File: config.mk
export PLATFORM = sky130hd
export DESIGN_NAME = ml_accel_loader
export DESIGN_NICKNAME = d
export VERILOG_FILES = /design/src/rtl/ml_accel_pkg.sv /design/src/rtl/ml_accel_loader.sv
export SDC_FILE = /design/constraint.sdc
export NUM_CORES = 1
export LEC_CHECK = 0
export BUFFER_PORTS_ARGS = -buffer_cell sky130_fd_sc_hd__buf_2
export CAP_MARGIN = 20
export CORE_UTILIZATION = 54
export DETAILED_ROUTE_END_ITERATION = 10
export PLACE_DENSITY = 0.8
export SLEW_MARGIN = 15
export SYNTH_ARGS = -nofsm -noshare
export SYNTH_HDL_FRONTEND = slang
export SYNTH_SLANG_ARGS = --single-unit
File: constraint.sdc
create_clock -name clk -period 9.2 [get_ports clk]
set_input_delay 0.92 -clock clk [delete_from_list [all_inputs] [get_ports clk]]
set_output_delay 0.92 -clock clk [all_outputs]
set_load 0.03 [all_outputs]
File: src/rtl/ml_accel_pkg.sv
`default_nettype none
// ============================================================================
//  Module   : ml_accel_pkg
//  Purpose  : Shared definitions for ml_accel and its bus-master loader:
//             accelerator register offsets, loader state encoding and the
//             accelerator DONE state code.
//  Revision : 1.0  initial release
// ============================================================================
package ml_accel_pkg;

  // Accelerator register map (byte offsets)
  localparam logic [5:0] A_BASE = 6'h00;
  localparam logic [5:0] B_BASE = 6'h10;
  localparam logic [5:0] CTRL   = 6'h20;
  localparam logic [5:0] RESULT = 6'h24;

  // Encoding of the accelerator's own DONE state
  localparam logic [1:0] ACC_ST_DONE = 2'b10;

  // Loader sequencer states
  typedef enum logic [3:0] {
    ST_IDLE      = 4'd0,
    ST_FETCH     = 4'd1,
    ST_FWAIT     = 4'd2,
    ST_AWRITE    = 4'd3,
    ST_TRIGGER   = 4'd4,
    ST_WAIT_DONE = 4'd5,
    ST_RDRES     = 4'd6,
    ST_RDCAP     = 4'd7,
    ST_WBACK     = 4'd8,
    ST_FINISH    = 4'd9
  } loader_state_e;

endpackage : ml_accel_pkg
`default_nettype wire

File: src/rtl/ml_accel_loader.sv
`default_nettype none
// ============================================================================
//  Module   : ml_accel_loader
//  Purpose  : Fetches operand vectors A and B from memory, loads them into
//             ml_accel, triggers it, waits for completion (with timeout) and
//             writes the dot-product result back to memory.
//  Revision : 1.0  initial release
// ============================================================================
module ml_accel_loader
  import ml_accel_pkg::*;
#(
  parameter int VEC_LEN = 4,
  parameter int ADDR_W  = 32,
  parameter int TIMEOUT = 255
) (
  input  logic              clk,
  input  logic              rst,
  input  logic              start,
  input  logic [ADDR_W-1:0] src_a,
  input  logic [ADDR_W-1:0] src_b,
  input  logic [ADDR_W-1:0] dst,
  output logic              busy,
  output logic              done,
  output logic              err,
  output logic              mem_req,
  output logic              mem_we,
  output logic [ADDR_W-1:0] mem_addr,
  output logic [31:0]       mem_wdata,
  input  logic              mem_ready,
  input  logic              mem_rvalid,
  input  logic [31:0]       mem_rdata,
  output logic [5:0]        acc_addr,
  output logic [31:0]       acc_wdata,
  output logic              acc_wen,
  output logic              acc_ren,
  input  logic [31:0]       acc_rdata,
  input  logic              acc_done
);

  localparam int K_W   = $clog2(2 * VEC_LEN + 1);
  localparam int CNT_W = $clog2(TIMEOUT + 1);

  // Sequencer state and datapath registers
  loader_state_e     state_q, state_d;
  logic [K_W-1:0]    k_q, k_d;
  logic [ADDR_W-1:0] src_a_q, src_a_d;
  logic [ADDR_W-1:0] src_b_q, src_b_d;
  logic [ADDR_W-1:0] dst_q, dst_d;
  logic [31:0]       data_q, data_d;
  logic [CNT_W-1:0]  cnt_q, cnt_d;
  logic [K_W-1:0]    k_inc;

  // Registered outputs
  logic              busy_q, busy_d;
  logic              done_q, done_d;
  logic              err_q, err_d;
  logic              mem_req_q, mem_req_d;
  logic              mem_we_q, mem_we_d;
  logic [ADDR_W-1:0] mem_addr_q, mem_addr_d;
  logic [31:0]       mem_wdata_q, mem_wdata_d;
  logic [5:0]        acc_addr_q, acc_addr_d;
  logic [31:0]       acc_wdata_q, acc_wdata_d;
  logic              acc_wen_q, acc_wen_d;
  logic              acc_ren_q, acc_ren_d;

  assign k_inc = k_q + K_W'(1);

  // Next-state logic; outputs are derived from the next state so the
  // registered bus signals line up with the state they belong to.
  always_comb begin
    state_d     = state_q;
    k_d         = k_q;
    src_a_d     = src_a_q;
    src_b_d     = src_b_q;
    dst_d       = dst_q;
    data_d      = data_q;
    cnt_d       = cnt_q;
    err_d       = err_q;
    busy_d      = 1'b0;
    done_d      = 1'b0;
    mem_req_d   = 1'b0;
    mem_we_d    = 1'b0;
    mem_addr_d  = '0;
    mem_wdata_d = '0;
    acc_addr_d  = '0;
    acc_wdata_d = '0;
    acc_wen_d   = 1'b0;
    acc_ren_d   = 1'b0;

    case (state_q)
      ST_IDLE: begin
        if (start) begin
          state_d = ST_FETCH;
          src_a_d = src_a & ~ADDR_W'(3);
          src_b_d = src_b & ~ADDR_W'(3);
          dst_d   = dst & ~ADDR_W'(3);
          err_d   = 1'b0;
          k_d     = '0;
        end
      end
      ST_FETCH: begin
        if (mem_ready) state_d = ST_FWAIT;
      end
      ST_FWAIT: begin
        if (mem_rvalid) begin
          data_d  = mem_rdata;
          state_d = ST_AWRITE;
        end
      end
      ST_AWRITE: begin
        k_d     = k_inc;
        state_d = (k_inc == K_W'(2 * VEC_LEN)) ? ST_TRIGGER : ST_FETCH;
      end
      ST_TRIGGER: begin
        cnt_d   = '0;
        state_d = ST_WAIT_DONE;
      end
      ST_WAIT_DONE: begin
        if (acc_done) begin
          state_d = ST_RDRES;
        end else if (cnt_q == CNT_W'(TIMEOUT - 1)) begin
          err_d   = 1'b1;
          state_d = ST_FINISH;
        end else begin
          cnt_d = cnt_q + CNT_W'(1);
        end
      end
      ST_RDRES:  state_d = ST_RDCAP;
      ST_RDCAP: begin
        data_d  = acc_rdata;
        state_d = ST_WBACK;
      end
      ST_WBACK: begin
        if (mem_ready) state_d = ST_FINISH;
      end
      ST_FINISH: state_d = ST_IDLE;
      default:   state_d = ST_IDLE;
    endcase

    busy_d = (state_d != ST_IDLE);
    done_d = (state_d == ST_FINISH);

    case (state_d)
      ST_FETCH: begin
        mem_req_d = 1'b1;
        if (k_d < K_W'(VEC_LEN)) begin
          mem_addr_d = src_a_d + (ADDR_W'(k_d) << 2);
        end else begin
          mem_addr_d = src_b_d + (ADDR_W'(k_d - K_W'(VEC_LEN)) << 2);
        end
      end
      ST_AWRITE: begin
        acc_wen_d   = 1'b1;
        acc_wdata_d = data_d;
        if (k_d < K_W'(VEC_LEN)) begin
          acc_addr_d = A_BASE + (6'(k_d) << 2);
        end else begin
          acc_addr_d = B_BASE + (6'(k_d - K_W'(VEC_LEN)) << 2);
        end
      end
      ST_TRIGGER: begin
        acc_wen_d   = 1'b1;
        acc_addr_d  = CTRL;
        acc_wdata_d = 32'h1;
      end
      ST_RDRES: begin
        acc_ren_d  = 1'b1;
        acc_addr_d = RESULT;
      end
      ST_WBACK: begin
        mem_req_d   = 1'b1;
        mem_we_d    = 1'b1;
        mem_addr_d  = dst_d;
        mem_wdata_d = data_d;
      end
      default: ;
    endcase
  end

  // State, datapath and output registers; reset aborts any job in flight.
  always_ff @(posedge clk or negedge rst) begin
    if (!rst) begin
      state_q     <= ST_IDLE;
      k_q         <= '0;
      src_a_q     <= '0;
      src_b_q     <= '0;
      dst_q       <= '0;
      data_q      <= '0;
      cnt_q       <= '0;
      busy_q      <= 1'b0;
      done_q      <= 1'b0;
      err_q       <= 1'b0;
      mem_req_q   <= 1'b0;
      mem_we_q    <= 1'b0;
      mem_addr_q  <= '0;
      mem_wdata_q <= '0;
      acc_addr_q  <= '0;
      acc_wdata_q <= '0;
      acc_wen_q   <= 1'b0;
      acc_ren_q   <= 1'b0;
    end else begin
      state_q     <= state_d;
      k_q         <= k_d;
      src_a_q     <= src_a_d;
      src_b_q     <= src_b_d;
      dst_q       <= dst_d;
      data_q      <= data_d;
      cnt_q       <= cnt_d;
      busy_q      <= busy_d;
      done_q      <= done_d;
      err_q       <= err_d;
      mem_req_q   <= mem_req_d;
      mem_we_q    <= mem_we_d;
      mem_addr_q  <= mem_addr_d;
      mem_wdata_q <= mem_wdata_d;
      acc_addr_q  <= acc_addr_d;
      acc_wdata_q <= acc_wdata_d;
      acc_wen_q   <= acc_wen_d;
      acc_ren_q   <= acc_ren_d;
    end
  end

  assign busy      = busy_q;
  assign done      = done_q;
  assign err       = err_q;
  assign mem_req   = mem_req_q;
  assign mem_we    = mem_we_q;
  assign mem_addr  = mem_addr_q;
  assign mem_wdata = mem_wdata_q;
  assign acc_addr  = acc_addr_q;
  assign acc_wdata = acc_wdata_q;
  assign acc_wen   = acc_wen_q;
  assign acc_ren   = acc_ren_q;

endmodule : ml_accel_loader
`default_nettype wire

* After elaboration in Yosys (flattened, before gate mapping)
Index checks and enable logic that the tools add are counted.
Word-level totals: register bits 253, bits of input ports 166, logic and storage cells 89
Operators by class: $add $sub $neg 7, magnitude comparators 1, equality and inequality tests 20, mux-type cells 35, reductions and logical operators 8
Operators by type and width (number):
- $mux W32 | 9
- $pmux W32 S2 | 3
- $pmux W4 S9 | 1
- $add A32 B32 Y32 | 1
- $add A32 B6 Y32 | 1
- $mux W4 | 7
- $eq A4 B3 Y1 const B | 6
- $pmux W6 S3 | 1
- $eq A4 B4 Y1 const B | 4
- $mux W8 | 2
- $pmux W8 S2 | 1
- $eq A4 B2 Y1 const B | 3
- $add A8 B1 Y8 const B | 1
- $eq A4 B1 Y1 const B | 2
- $eq A8 B8 Y1 const B | 1
- $ne A2 B2 Y1 const B | 4
- $pmux W4 S2 | 1
- $mux W1 | 7
- $add A5 B6 Y6 const A | 1
- $mux W6 | 1
- $sub A4 B3 Y5 const B | 1
- $add A4 B1 Y4 const B | 1
- $logic_not A4 Y1 | 1
- $lt A4 B3 Y1 const B | 1
- other kinds (8) | 10

* Logic depth before layout (Yosys ltp)
word-level depth 7, mapped depth 23

* Worst setup path before layout
No wires, ideal clock.
path type input port to flip-flop, from in start, to reg mem_addr_q[26], in the netlist mem_addr[26], setup time 126 ps, data arrival time 5247 ps, required time 9074 ps, slack 3827 ps, stages 21, path buffers 6, cells stage by stage clkinv_1 nor2_8 buf_4 clkbuf_1 clkbuf_1 nor2_1 o21ai_0 o21ai_0 inv_1 ha_1 clkbuf_1 clkbuf_1 clkbuf_1 o311ai_0 and3_1 o211ai_1 a211oi_2 nor3_1 nor2_1 xor2_1 a221o_1
On the way: cells in the longest elaborated chain, start to end 6, elaborated cells on any way between the ends 18
Ends and longest elaborated chain:
- start: declaration | line ml_accel_loader.sv:18 | input logic start,
- $mux W4 (*) | line ml_accel_loader.sv:92 | if (start) begin
- $pmux W4 S2 (*) | line ml_accel_loader.sv:90 | case (state_q)
- net k_d[2] | line ml_accel_loader.sv:45 | logic [K_W-1:0] k_q, k_d;
- $sub A4 B3 Y5 | line ml_accel_loader.sv:149 | mem_addr_d = src_b_d + (ADDR_W'(k_d - K_W'(VEC_LEN)) << 2);
- $add A32 B32 Y32 | line ml_accel_loader.sv:149
- $mux W32 (*) | line ml_accel_loader.sv:146 | if (k_d < K_W'(VEC_LEN)) begin
- $pmux W32 S2 (*) | line ml_accel_loader.sv:143 | case (state_d)
- net mem_addr_d[26] | line ml_accel_loader.sv:59 | logic [ADDR_W-1:0] mem_addr_q, mem_addr_d;
- end signal: assignment | line ml_accel_loader.sv:214 | mem_addr_q <= mem_addr_d;
- end: declaration | line ml_accel_loader.sv:59
Mark *: on every way through the listed nets, which the timed path passes. The rest lies on a longest branch. A chain may end at the register's enable or synchronous reset.

* Final worst setup path
from reg state_q[1], to reg mem_addr_q[29], in the netlist mem_addr[29]
On the way: cells in the longest elaborated chain, start to end 6, elaborated cells on any way between the ends 28
Ends and longest elaborated chain:
- start: declaration | line ml_accel_loader.sv:44 | loader_state_e state_q, state_d;
- start signal: assignment | line ml_accel_loader.sv:202 | state_q <= state_d;
- $eq A4 B2 Y1 or $logic_not A4 Y1 (tied branches) | line ml_accel_loader.sv:90
- $pmux W4 S2 (*) | line ml_accel_loader.sv:90
- net k_d[2] | line ml_accel_loader.sv:45
- $sub A4 B3 Y5 | line ml_accel_loader.sv:149
- $add A32 B32 Y32 | line ml_accel_loader.sv:149
- $mux W32 (*) | line ml_accel_loader.sv:146
- $pmux W32 S2 (*) | line ml_accel_loader.sv:143
- net mem_addr_d[29] | line ml_accel_loader.sv:59
Marked as above.

==> results by stage <==
Critical path:
- The cell occurring most often along the worst timing path is sky130_fd_sc_hd__o21ai_0.
- The launching element type of the critical path is a register.
- The signal on the critical path passes through or4_1, nor2_8, nor2_1, o21ai_0, o21ai_0, inv_1, ha_2, buf_4, ha_1, o22ai_1, o211a_1, and4bb_2, o21ai_1, nand3_2, a311oi_4, mux2i_1, o211ai_1.
- The required time reported for the critical path endpoint is between 9 and 10 ns.
- Measured in cells, the most critical reg-to-reg path has a length of 17.
- In this run the critical register-to-register path is captured at mem_addr[29]$_DFF_PN0_.
- The setup slack of the most critical reg-to-reg path is 3.03 ns.
- The arrival time of the worst setup path is 6.55 ns.
- The number of gates on the worst path with buffers counted is 17.
- On the worst path, the slowest cell contributes a delay of approximately 0.84 ns.
- The startpoint of the worst-slack reg-to-reg timing path is state_q[1]$_DFF_PN0_.
- The sum of buffers and inverters on the critical path is 2.
- In this run the worst setup path begins at state_q[1]$_DFF_PN0_.
- The slowest stage of the critical path is the sky130_fd_sc_hd__or4_1 cell.
- The cell class contributing the biggest share of worst-path delay is simple AND/OR/NAND/NOR gates.
- The capture point of the worst path is mem_addr[29]$_DFF_PN0_.
- The category of the worst setup path capture point is a register.
- The highest net fanout along the worst path is 47.
- By startpoint and endpoint, the worst setup path is classified as reg2reg.

Synthesis:
- The instance count of the mapped netlist is roughly 1300.
- The total of warnings raised by yosys is 0.
- The number of enable-type register cells in the synthesized netlist is 0.
- The synthesized cell area is ~0.012 sq mm.
- Yosys mapped the design onto 84 distinct sky130hd cell types.
- Counting flops with an async set or reset pin after synthesis yields a share of 100.0%.
- The commonest register cell after synthesis is sky130_fd_sc_hd__dfrtp_1.
- The share of synthesized area occupied by flip-flops and latches is approximately half.
- The flop and latch count out of synthesis is approximately 250.
- Each instance of the synthesized netlist takes up on average roughly 9.5 sq um.

STA:
- The tightest hold path in the finished design has a slack of between 0.4 and 0.5 ns.
- Headroom to the max-slew limit came out at between 30% and 40%.
- For the pin with the worst max-slew slack, the measured transition is about 1.0 ns.
- The number of failing setup endpoints in the final timing report is 0.
- The number of hold-slack violations in the final timing report came to 0.
- Clock skew on the completed layout was measured at 0.01117 ns.
- The clock period minus worst slack is a little over 6 ns.
- The summed negative setup slack over all endpoints is 0 ns.
- The final critical path takes up approximately two thirds of the cycle.
- Setup repair after global routing left no endpoint under its margin.
- Derived from the worst setup path, the maximum achievable clock frequency is 0.1622 GHz.
- The count of pins over their slew limit is 0.

Clock network:
- Clock latency on the worst-skew pair, taken at its later pin, is 0.53 ns.
- CTS saw ~250 sinks.
- The number of buffers inserted by post-CTS setup repair is 0.
- In this run, post-CTS hold repair placed 0 buffers.
- The TritonCTS clock tree is built.
- The post-cts sizing count is 0.
- The number of buffers inserted during clock tree synthesis is 27.
- The deepest clock path buffer count is 3.
- After clock tree synthesis, the clock-pin slew on the worst setup and hold paths is roughly 0.060 ns.
- The root buffer cell is sky130_fd_sc_hd__clkbuf_16.
- The number of H-tree levels is 1.

Placed design:
- After legalization and detailed placement, the total HPWL measured 22850 um.
- Routability-driven placement finished with a final weighted congestion of 0.9181.
- The count of buffers added on input and output ports is about 270.
- The cell area after placement is between 0.01 and 0.015 sq mm.

Die:
- The top-level port count is about 280.
- From left edge to right edge, the die measures about 150 um.
- The total core area is roughly 0.022 sq mm.
- The initialized floorplan defines between 50 and 60 standard-cell rows.
- The die covers 0.02343 sq mm.
- The effective utilization at floorplan is 55.78%.
- The die outline height is 153.1 um.

Global route:
- The global-route wire length before repair is approximately 53000 um.
- The total congestion overflow after global routing is 0.
- The global-route usage over all layers is 28.22%.
- The number of global-route vias before repair came to between 10000 and 15000.
- The initial antenna violation count was 4.
- The maximum number of pins on one net before global-route repair is between 100 and 150.

Power and ir drop:
- The analysis attributes to cell leakage a power of ~7.7 nW.
- The total design power is roughly 5 mW.
- The total power density per cell area is approximately 340 mW/mm^2.
- VDD sags by at most approximately 0.20 mV.

Cells and area:
- The most common cell after layout, fill and taps aside is sky130_fd_sc_hd__nand2_1.
- In the layout the commonest cells are 283 x sky130_fd_sc_hd__nand2_1, 265 x sky130_fd_sc_hd__buf_2, 251 x sky130_fd_sc_hd__dfrtp_1.
- After routing the design area is around 0.015 sq mm.
- The number of inserted filler cells in the final layout is roughly 1700.
- For this run, the post-layout net count is 1731.
- The post-route netlist has between 20% and 30% of its cells at a drive strength greater than 1.
- The area growth from synthesis to layout is 20.17%.

Drt:
- Wires add up to around 33000 um.
- The first TritonRoute pass finished after 7 iterations.
- The total number of vias is roughly 11000.
- For this run, design rule violations remaining after detail routing come to 0.
- After the first detailed-routing iteration, the DRC count stood at about 750.
- The routed via count divided by cell count is slightly below 6.
- After detailed routing, the average wire length per cell comes to between 15 and 20 um.
- The post-detailed-route count of antenna-violating nets is 0.

Run:
- The max-capacitance violation count is 0.

Outcome:
- The flow ran to the end, and the final reports show no timing, DRC or antenna violations.

Min path:
- In this run the worst hold path is classified as in2async.
==> stage by stage <==
stage                     setup WS (ns)  util [%]  instances
after CTS                         3.110     66.93       1831
after detailed placement          2.729     62.62       1787
after floorplan                   3.827         -       1299
final                             3.035     67.03       1835
after global placement            2.824     62.62       1787
after global routing              2.683     67.03       1835
==> metal layers <==
layer  vias up  global-route usage [%]  routed length (um)  share of wire, %
li1       4986                       -                   -                 -
met1      5106                   36.87               13570                41
met2       395                   47.08               16410                50
met3        92                   4.054                1802               5.5
met4         2                   12.17                1235               3.7
met5         -                       0                  10             0.030
==> worst min-delay path by stage <==
stage	startpoint	endpoint	slack, ns
2_1_floorplan	dst_q[28]$_DFF_PN0_	dst_q[28]$_DFF_PN0_	0.44
3_3_place_gp	dst_q[28]$_DFF_PN0_	dst_q[28]$_DFF_PN0_	0.45
3_5_place_dp	dst_q[22]$_DFF_PN0_	dst_q[22]$_DFF_PN0_	0.46
4_1_cts	dst_q[22]$_DFF_PN0_	dst_q[22]$_DFF_PN0_	0.47
5_1_grt	dst_q[22]$_DFF_PN0_	dst_q[22]$_DFF_PN0_	0.48
6_report	rst	acc_wdata[28]$_DFF_PN0_	0.42
==> kinds of logic (layout without fill, tap and decap cells) <==
kind of cell             Yosys count  in the layout  synth area share, %
adder cells (fa/ha/maj)           28             28                2.964
multiplexers                      27             27                2.223
AND/OR/NAND/NOR                  554            554                21.03
buffers and inverters            103            356                3.462
XOR/XNOR                          56             56                3.980
flip-flops                       251            251                50.96
AO/OA/AOI/OAI                    278            278                15.35
other                              1              5              0.03043
==> synthesized netlist by cell type, types with 4 or more instances <==
library cell | number | area [sq um]
sky130_fd_sc_hd__nand2_1 | 283 | 1062
sky130_fd_sc_hd__dfrtp_1 | 251 | 6281
sky130_fd_sc_hd__o21ai_0 | 73 | 365.4
sky130_fd_sc_hd__a21oi_1 | 64 | 320.3
sky130_fd_sc_hd__nor2_1 | 62 | 232.7
sky130_fd_sc_hd__and3_1 | 47 | 294.0
sky130_fd_sc_hd__and2_1 | 45 | 281.5
sky130_fd_sc_hd__clkbuf_1 | 45 | 168.9
sky130_fd_sc_hd__nand3_1 | 37 | 185.2
sky130_fd_sc_hd__xnor2_1 | 36 | 315.3
sky130_fd_sc_hd__inv_1 | 32 | 120.1
sky130_fd_sc_hd__ha_1 | 26 | 325.3
sky130_fd_sc_hd__mux2i_1 | 24 | 240.2
sky130_fd_sc_hd__xor2_1 | 20 | 175.2
sky130_fd_sc_hd__nor3_1 | 18 | 90.09
sky130_fd_sc_hd__a21o_1 | 14 | 105.1
sky130_fd_sc_hd__a221o_1 | 12 | 120.1
sky130_fd_sc_hd__a31oi_1 | 12 | 75.07
sky130_fd_sc_hd__nand4_1 | 12 | 75.07
sky130_fd_sc_hd__buf_1 | 11 | 41.29
sky130_fd_sc_hd__o2bb2ai_1 | 11 | 96.34
sky130_fd_sc_hd__a22oi_1 | 9 | 67.56
sky130_fd_sc_hd__nor2b_1 | 9 | 56.30
sky130_fd_sc_hd__a22o_1 | 8 | 70.07
sky130_fd_sc_hd__buf_2 | 8 | 40.04
sky130_fd_sc_hd__o211ai_1 | 8 | 60.06
sky130_fd_sc_hd__or3_1 | 8 | 50.05
sky130_fd_sc_hd__or2_2 | 7 | 43.79
sky130_fd_sc_hd__a32o_1 | 6 | 60.06
sky130_fd_sc_hd__nor4_1 | 5 | 31.28
sky130_fd_sc_hd__a21boi_0 | 4 | 30.03
sky130_fd_sc_hd__a32oi_1 | 4 | 35.03
sky130_fd_sc_hd__buf_4 | 4 | 30.03
sky130_fd_sc_hd__nor3b_1 | 4 | 30.03
sky130_fd_sc_hd__o21ai_1 | 4 | 20.02
==> flip-flops by register name, summed over array words and instances, names as in the netlist <==
name       cells
err            1
acc_wdata     32
mem_wdata     32
mem_addr      32
mem_we         1
done           1
data_q        32
mem_req        1
acc_ren        1
src_a_q       32
state_q        4
acc_addr       4
k_q            4
src_b_q       32
cnt_q          8
acc_wen        1
busy           1
dst_q         32
==> power by group <==
group          leakage [nW]  switching, mW  internal, mW
logic                  3.99           1.44         0.849
registers              3.29          0.153          1.42
clock network         0.455          0.437         0.720
==> cell type report <==
cell class                 count  area [sq um]  area share, %
sequential                   251          6281          42.41
multi-input combinational    945          5649          38.14
timing repair buffer         279          1446          9.766
clock buffer                  33         758.2          5.120
tap                          280         350.3          2.365
clock inverter                11         193.9          1.309
inverter                      33         123.9         0.8364
antenna                        3         7.507        0.05069
(Power assumes the default switching activity.)
